`src/rtl/sat_counter.sv`:
```
// -----------------------------------------------------------------------------
// sat_counter
// Saturating up-counter with synchronous clear. A clear that coincides with an
// increment loads 1, so the event seen on the clearing edge is not lost.
//
// Ports:
//   clk    - clock, rising edge
//   rst    - asynchronous active-high reset, forces count to 0
//   clear  - synchronous clear
//   inc    - increment request (ignored once the counter is at its maximum)
//   count  - current count, WIDTH bits
// -----------------------------------------------------------------------------
module sat_counter #(
    parameter int WIDTH = 8
) (
    input  logic             clk,
    input  logic             rst,
    input  logic             clear,
    input  logic             inc,
    output logic [WIDTH-1:0] count
);

    localparam logic [WIDTH-1:0] MAX_VAL = '1;
    localparam logic [WIDTH-1:0] ONE     = WIDTH'(1);

    always_ff @(posedge clk or posedge rst) begin
        if (rst) begin
            count <= '0;
        end else if (clear) begin
            count <= inc ? ONE : '0;
        end else if (inc && (count != MAX_VAL)) begin
            count <= count + ONE;
        end
    end

endmodule

```
`config.mk`:
```
export PLATFORM = sky130hd
export DESIGN_NAME = sat_counter
export DESIGN_NICKNAME = d
export VERILOG_FILES = /design/src/rtl/sat_counter.sv
export SDC_FILE = /design/constraint.sdc
export NUM_CORES = 1
export LEC_CHECK = 0
export CAP_MARGIN = 20
export CELL_PAD_IN_SITES_DETAIL_PLACEMENT = 0
export CELL_PAD_IN_SITES_GLOBAL_PLACEMENT = 1
export CORE_MARGIN = 4
export CORE_UTILIZATION = 30
export CTS_CLUSTER_DIAMETER = 50
export DETAILED_ROUTE_END_ITERATION = 10
export MAX_ROUTING_LAYER = met4
export PLACE_DENSITY_LB_ADDON = 0.1
export SLEW_MARGIN = 0
export SYNTH_ARGS = -nofsm -noshare
export SYNTH_HDL_FRONTEND = slang
export SYNTH_SLANG_ARGS = --single-unit
```
`constraint.sdc`:
```
create_clock -name clk -period 2.6 [get_ports clk]
set_clock_uncertainty 0.15 [all_clocks]
set_input_delay 0.26 -clock clk [delete_from_list [all_inputs] [get_ports clk]]
set_output_delay 0.26 -clock clk [all_outputs]
set_load 0.05 [all_outputs]
```
==> metrics.md, run 1 <==
| Metric | Value |
|---|---|
| Total CTS buffers | `3` |
| DR pass1 iterations | `4` |
| Chip Width | `46.8 um` |
| Routed WL | `between 1000 and 1500 um` |
| Core Area | `between 0.001 and 0.0015 mm^2` |
| Non-Filler Instances | `76` |
| Final HPWL DP | `approximately 830 um` |
| Area fraction in compound gates after synthesis | `approximately 24%` |
| Final period util | `approximately three quarters` |
| CTS tree | `built` |
| Filler instances | `~140` |
| Maxcap violations | `0` |
| Die footprint | `roughly 0.0022 mm^2` |
| Syn nets | `between 50 and 60` |
| Slew @ Worst Pin | `just under 0.5 ns` |
| CP startpoint kind | `flip-flop` |
| Synth Cell Area | `between 400 and 500 um^2` |
| CP Buf/Inv Count | `1` |
| Final Critical Period | `between 1.5 and 2 ns` |
| Vias per cell | `roughly 6` |
| H-tree levels | `1` |
| First-pass GRT wire length | `about 1900 um` |
| Unrepaired setup endpoints after global routing | `false` |
| Total clock sinks | `8` |
| Multiplexer share of the synthesized area | `2.22%` |
| Distinct cells, synth | `24` |
| Hold Path Class | `input pin to async pin` |
| Root Driver | `clkbuf_4` |
| Post_cts resized | `0` |
| Fmax | `about 0.5 GHz` |
| Sequential share of the synthesized area | `about 44%` |
| Worst rel slew slack | `about 67%` |
| Adder-cell share of the synthesized area | `between 2 and 3%` |
| Layout cells sized above 1 | `just over 8%` |
| Leakage | `0.000243 uW` |
| Grt total ovfl | `0` |
| Hold Vio Cnt, Final | `0` |
| Final setup fails | `0` |
| Delay-heaviest family, CP | `buffers and inverters` |
| Initial antenna violation count | `0` |
| Cell Rows | `13` |
| # DRC | `0` |
| Via count | `444` |
| Most flops, register | `count` |
| Peak supply drop | `0.206 mV` |
| Pwr/cell area | `~470 mW/mm^2` |
| Top flop regs | `count: 8 flops` |
| Status | `complete, no violations` |
| Slowest CP cell | `clkdlybuf4s50_1` |
| WP data arrival | `approximately 1.6 ns` |
| Hold_buf cts | `0` |
| Layout area overhead | `33.6%` |
| Critical path type | `flip-flop to output pin` |
| RD Place Congestion | `between 0.7 and 0.8` |
| Crit-path cells | `clkdlybuf4s50_1` |
| # nets final | `68` |
| Setup crit end kind | `output pin` |
| Yosys reg bits | `8` |
| Setup_tns | `0 ns` |
| Most common cell after layout, fill and taps aside | `clkdlybuf4s50_1` |
| XOR/XNOR Fraction of Synth Area | `0%` |
| Synth Area per Inst | `9.58 um^2` |
| Crit path largest cell delay | `0.85 ns` |
| WL/cell | `14.4 um` |
| IO Count | `12` |
| Post-Syn Instances | `47` |
| ANT nets after route | `0` |
| Global Route Usage Sum | `between 10% and 20%` |
| Synth Area in Simple Gates | `a little under a quarter` |
| Most frequent cells in the layout | `clkdlybuf4s50_1 (11), dfrtp_1 (8), nand2_1 (6)` |
| Diodes inserted | `0` |
| Largest net degree at the start of global routing | `9` |
| Placed Instances | `between 70 and 80` |
| Critical Path RT | `2.19 ns` |
| Peak fanout along the critical path | `8` |
| Vias in the first global route | `407` |
| Final Max Tran Viols | `0` |
| Initial Util | `between 30% and 40%` |
| Max FFs per register | `8` |
| Port Buffers | `11` |
| 1st-iter DRT viols | `7` |
| Clock Latency Late Sink | `about 0.25 ns` |
| Clk slew on worst S/H paths | `about 0.06 ns` |
| Clock Path Buffers | `2` |
| Synth warnings | `0` |
| Die Height | `about 47 um` |
| Main combinational cell family by area after synthesis | `compound AO/OA/AOI/OAI gates` |
| Post-CTS Setup Repair Bufs | `0` |
-- stage by stage --
step | power, uW | instance area [um^2] | util [%] | hold WS, ns | worst slack [ns]
CTS | 290 | 602 | 44.6 | 0.109 | 0.604
detailed placement | 190 | 579 | 42.9 | 0.393 | 0.828
finish | 284 | 602 | 44.6 | 0.106 | 0.608
global placement | 188 | 579 | 42.9 | 0.386 | 0.857
global route | 300 | 602 | 44.6 | 0.126 | 0.514
floorplan | 168 | 450 | - | -0.0743 | 0.747
-- layer usage --
metal  vias to the layer above  wire [um]  global-route usage, %
met1                       211        491                   16.9
met3                         0         71                   4.60
met4                         0          0                   4.97
li1                        216          -                      -
met5                         -          0                      -
met2                        17        530                   18.4
-- cells by family after synthesis --
family	Yosys count
AOI/OAI and AO/OA	15
and+or+nand+nor	18
buffers and inverters	4
DFF	8
adders and majority gates	1
muxes	1
-- area by class of cell --
| cell class | instances | area [um^2] | share of cell area (%) |
|---|---|---|---|
| inverter | 4 | 15.0 | 2.49 |
| sequential | 8 | 200 | 33.3 |
| multi-input combinational | 35 | 235 | 39.1 |
| tap | 15 | 18.8 | 3.12 |
| timing repair buffer | 11 | 110 | 18.3 |
| clock buffer | 3 | 22.5 | 3.74 |
-- power by group --
| group | switching (uW) | internal, uW |
|---|---|---|
| Clock | 44.7 | 53.0 |
| Combinational | 32.9 | 18.5 |
| Sequential | 5.96 | 129 |
-- synth_stat cells --
library cell	count	share of area [%]
o21bai_1	1	1.7
nand3_1	3	3.3
or3_1	1	1.4
nand4_2	1	2.8
o41ai_1	1	1.9
mux2i_1	1	2.2
nor3_1	1	1.1
dfrtp_1	8	44
o21ai_0	2	2.2
inv_1	4	3.3
a21boi_2	1	2.5
o211ai_1	1	1.7
and4_1	1	1.9
a211oi_1	3	5.0
nand2_1	6	5.0
nand2b_1	1	1.4
a21oi_1	3	3.3
o311ai_0	1	1.9
o311ai_1	1	1.9
nand4_1	2	2.8
ha_1	1	2.8
and3_1	1	1.4
or4_1	1	1.7
o311a_1	1	2.2
-- path summary, 6_finish.rpt --
kind | startpoint | to | slack, ns | cells after the start
worst max-delay path | count[3] | count[3] | 0.61 | 1
worst min-delay path | rst | count[6] | 0.11 | 2
worst max register to register | count[0] | count[7] | 0.90 | 4
worst min register to register | count[7] | count[7] | 0.43 | 1
max in group asynchronous | rst | count[5] | 1.96 | 2
min in group clk | count[7] | count[7] | 0.43 | 1
Note: power is estimated with default switching activity, not from simulation.
==> run 2: changes to the inputs <==
- clock period: 2.6 -> 2 ns (I/O delays scaled with it)
==> metrics.md, run 2 (synthesis gave the netlist of run 1 again) <==
| Metric | Value |
|---|---|
| Worst rel slew slack | `between 60 and 70%` |
| Total clock sinks | `8` |
| Core Area | `~0.0014 mm^2` |
| Unrepaired setup endpoints after global routing | `false` |
| Crit path largest cell delay | `between 0.8 and 0.9 ns` |
| Maxcap violations | `0` |
| Slew @ Worst Pin | `between 0.4 and 0.5 ns` |
| Delay-heaviest family, CP | `buffers and inverters` |
| ANT nets after route | `0` |
| Final setup fails | `0` |
| P_int | `approximately 260 uW` |
| Slowest CP cell | `clkdlybuf4s50_1` |
| CP Buf/Inv Count | `1` |
| Top flop regs | `count: 8 flops` |
| Peak fanout along the critical path | `7` |
| Vias in the first global route | `between 400 and 500` |
| Setup crit end kind | `output pin` |
| RD Place Congestion | `~0.8` |
| Area of the multi-input gates | `235 um^2` |
| Share of power burned in registers | `between 40% and 50%` |
| Port Buffers | `11` |
| Final HPWL DP | `834 um` |
| Crit-path cells | `clkdlybuf4s50_1` |
| Seq. cell area | `between 200 and 250 um^2` |
| # nets final | `approximately 70` |
| Post_cts resized | `0` |
| Initial Util | `about a third` |
| Final core utilization | `between 40% and 50%` |
| Status | `complete, no violations` |
| 1st-iter DRT viols | `22` |
| Leakage | `between 0.0002 and 0.0003 uW` |
| Setup_tns | `0 ns` |
| Comb power frac | `a little under a fifth` |
| Peak supply drop | `between 0.3 and 0.4 mV` |
| Hold Vio Cnt, Final | `0` |
| Diodes inserted | `0` |
| Clock Path Buffers | `2` |
| Final Max Tran Viols | `0` |
| Pwr/cell area | `between 600 and 700 mW/mm^2` |
| WP data arrival | `1.55 ns` |
| # DRC | `0` |
| Root Driver | `clkbuf_4` |
| Layout area overhead | `34.7%` |
| Fmax | `between 0.5 and 0.6 GHz` |
| Post-CTS Setup Repair Bufs | `0` |
| Final Critical Period | `~1.9 ns` |
| IO Count | `12` |
| First-pass GRT wire length | `1970 um` |
| Grt total ovfl | `0` |
| CP startpoint kind | `flip-flop` |
| Critical Path RT | `roughly 1.7 ns` |
| Total CTS buffers | `3` |
| Clk slew on worst S/H paths | `~0.060 ns` |
| H-tree levels | `1` |
| Die Height | `46.8 um` |
| Layout cells sized above 1 | `approximately 11%` |
| Hold Path Class | `input pin to async pin` |
| Final Power | `between 300 and 400 uW` |
| Cell Rows | `13` |
| Initial antenna violation count | `0` |
| Via count | `approximately 460` |
| Net switching power | `110 uW` |
| Max FFs per register | `8` |
| WL/cell | `~15 um` |
| Most flops, register | `count` |
| Clock Latency Late Sink | `roughly 0.26 ns` |
| Vias per cell | `~6` |
| Most frequent cells in the layout | `clkdlybuf4s50_1 (10), dfrtp_1 (8), nand2_1 (6)` |
| CTS tree | `built` |
| Hold_buf cts | `0` |
| R2r setup slk | `0.31 ns` |
| DR pass1 iterations | `4` |
| Most common cell after layout, fill and taps aside | `clkdlybuf4s50_1` |
| Die footprint | `0.00219 mm^2` |
| Routed WL | `between 1000 and 1500 um` |
| Final period util | `between 90% and 100%` |
| Switch share | `between 20% and 30%` |
| Chip Width | `about 47 um` |
| Clock power share | `about 34%` |
| Filler instances | `about 140` |
| Critical path type | `flip-flop to output pin` |
| Global Route Usage Sum | `13.1%` |
| Largest net degree at the start of global routing | `9` |
[run 2: changes by cell type in the layout (fill, tap and decap cells not counted)]
cell             delta
clkdlybuf4s50_1     -1
buf_4               +2
[run 2: final timing paths]
| kind | from | endpoint | depth (start not counted) |
|---|---|---|---|
| hold / removal | rst | count[3] | 2 |
| min in group clk | count[1] | count[1] | 2 |
| max in group asynchronous | rst | count[2] | 2 |
| setup / recovery | count[2] | count[2] | 1 |
| setup reg to reg | count[0] | count[7] | 4 |
| hold reg to reg | count[1] | count[1] | 2 |
[run 2: per-layer routing]
metal  up-vias  wire [um]  track usage [%]
met1       216        513             17.4
met5         -          0                -
met2        21        504             20.1
met3         0        126             5.75
li1        218          -                -
met4         0          0                0
[run 2: power groups by stage]
stage | registers, uW | clock network, uW | logic (uW)
6_report | 176 | 128 | 68.6
5_1_grt | 177 | 144 | 74.2
4_1_cts | 176 | 131 | 68.9
3_5_place_dp | 179 | 0 | 68.6
3_3_place_gp | 178 | 0 | 67.8
2_1_floorplan | 199 | 0 | 19.4
[run 2: metrics by stage]
step	instances	area, um^2	hold slack (ns)	setup slack (ns)
finish	77	607	0.0397	0.104
global route	77	607	0.0545	0.0400
CTS	77	607	0.0532	0.0954
detailed placement	74	584	0.326	0.326
global placement	74	584	0.319	0.357
floorplan	47	450	-0.134	0.147
[run 2: cell type report]
cell class	count	share of cell area, %
multi-input cells	35	38.8
flip-flops and latches	8	33.0
repair buffers	12	19.0
clock buffers	3	3.71
well taps	15	3.09
inverters	4	2.47
==> run 3: changes to the inputs <==
- CAP_MARGIN: 20 -> not set
==> results of run 3 <==
The final DEF is identical to that of run 2; final timing and power are the same.
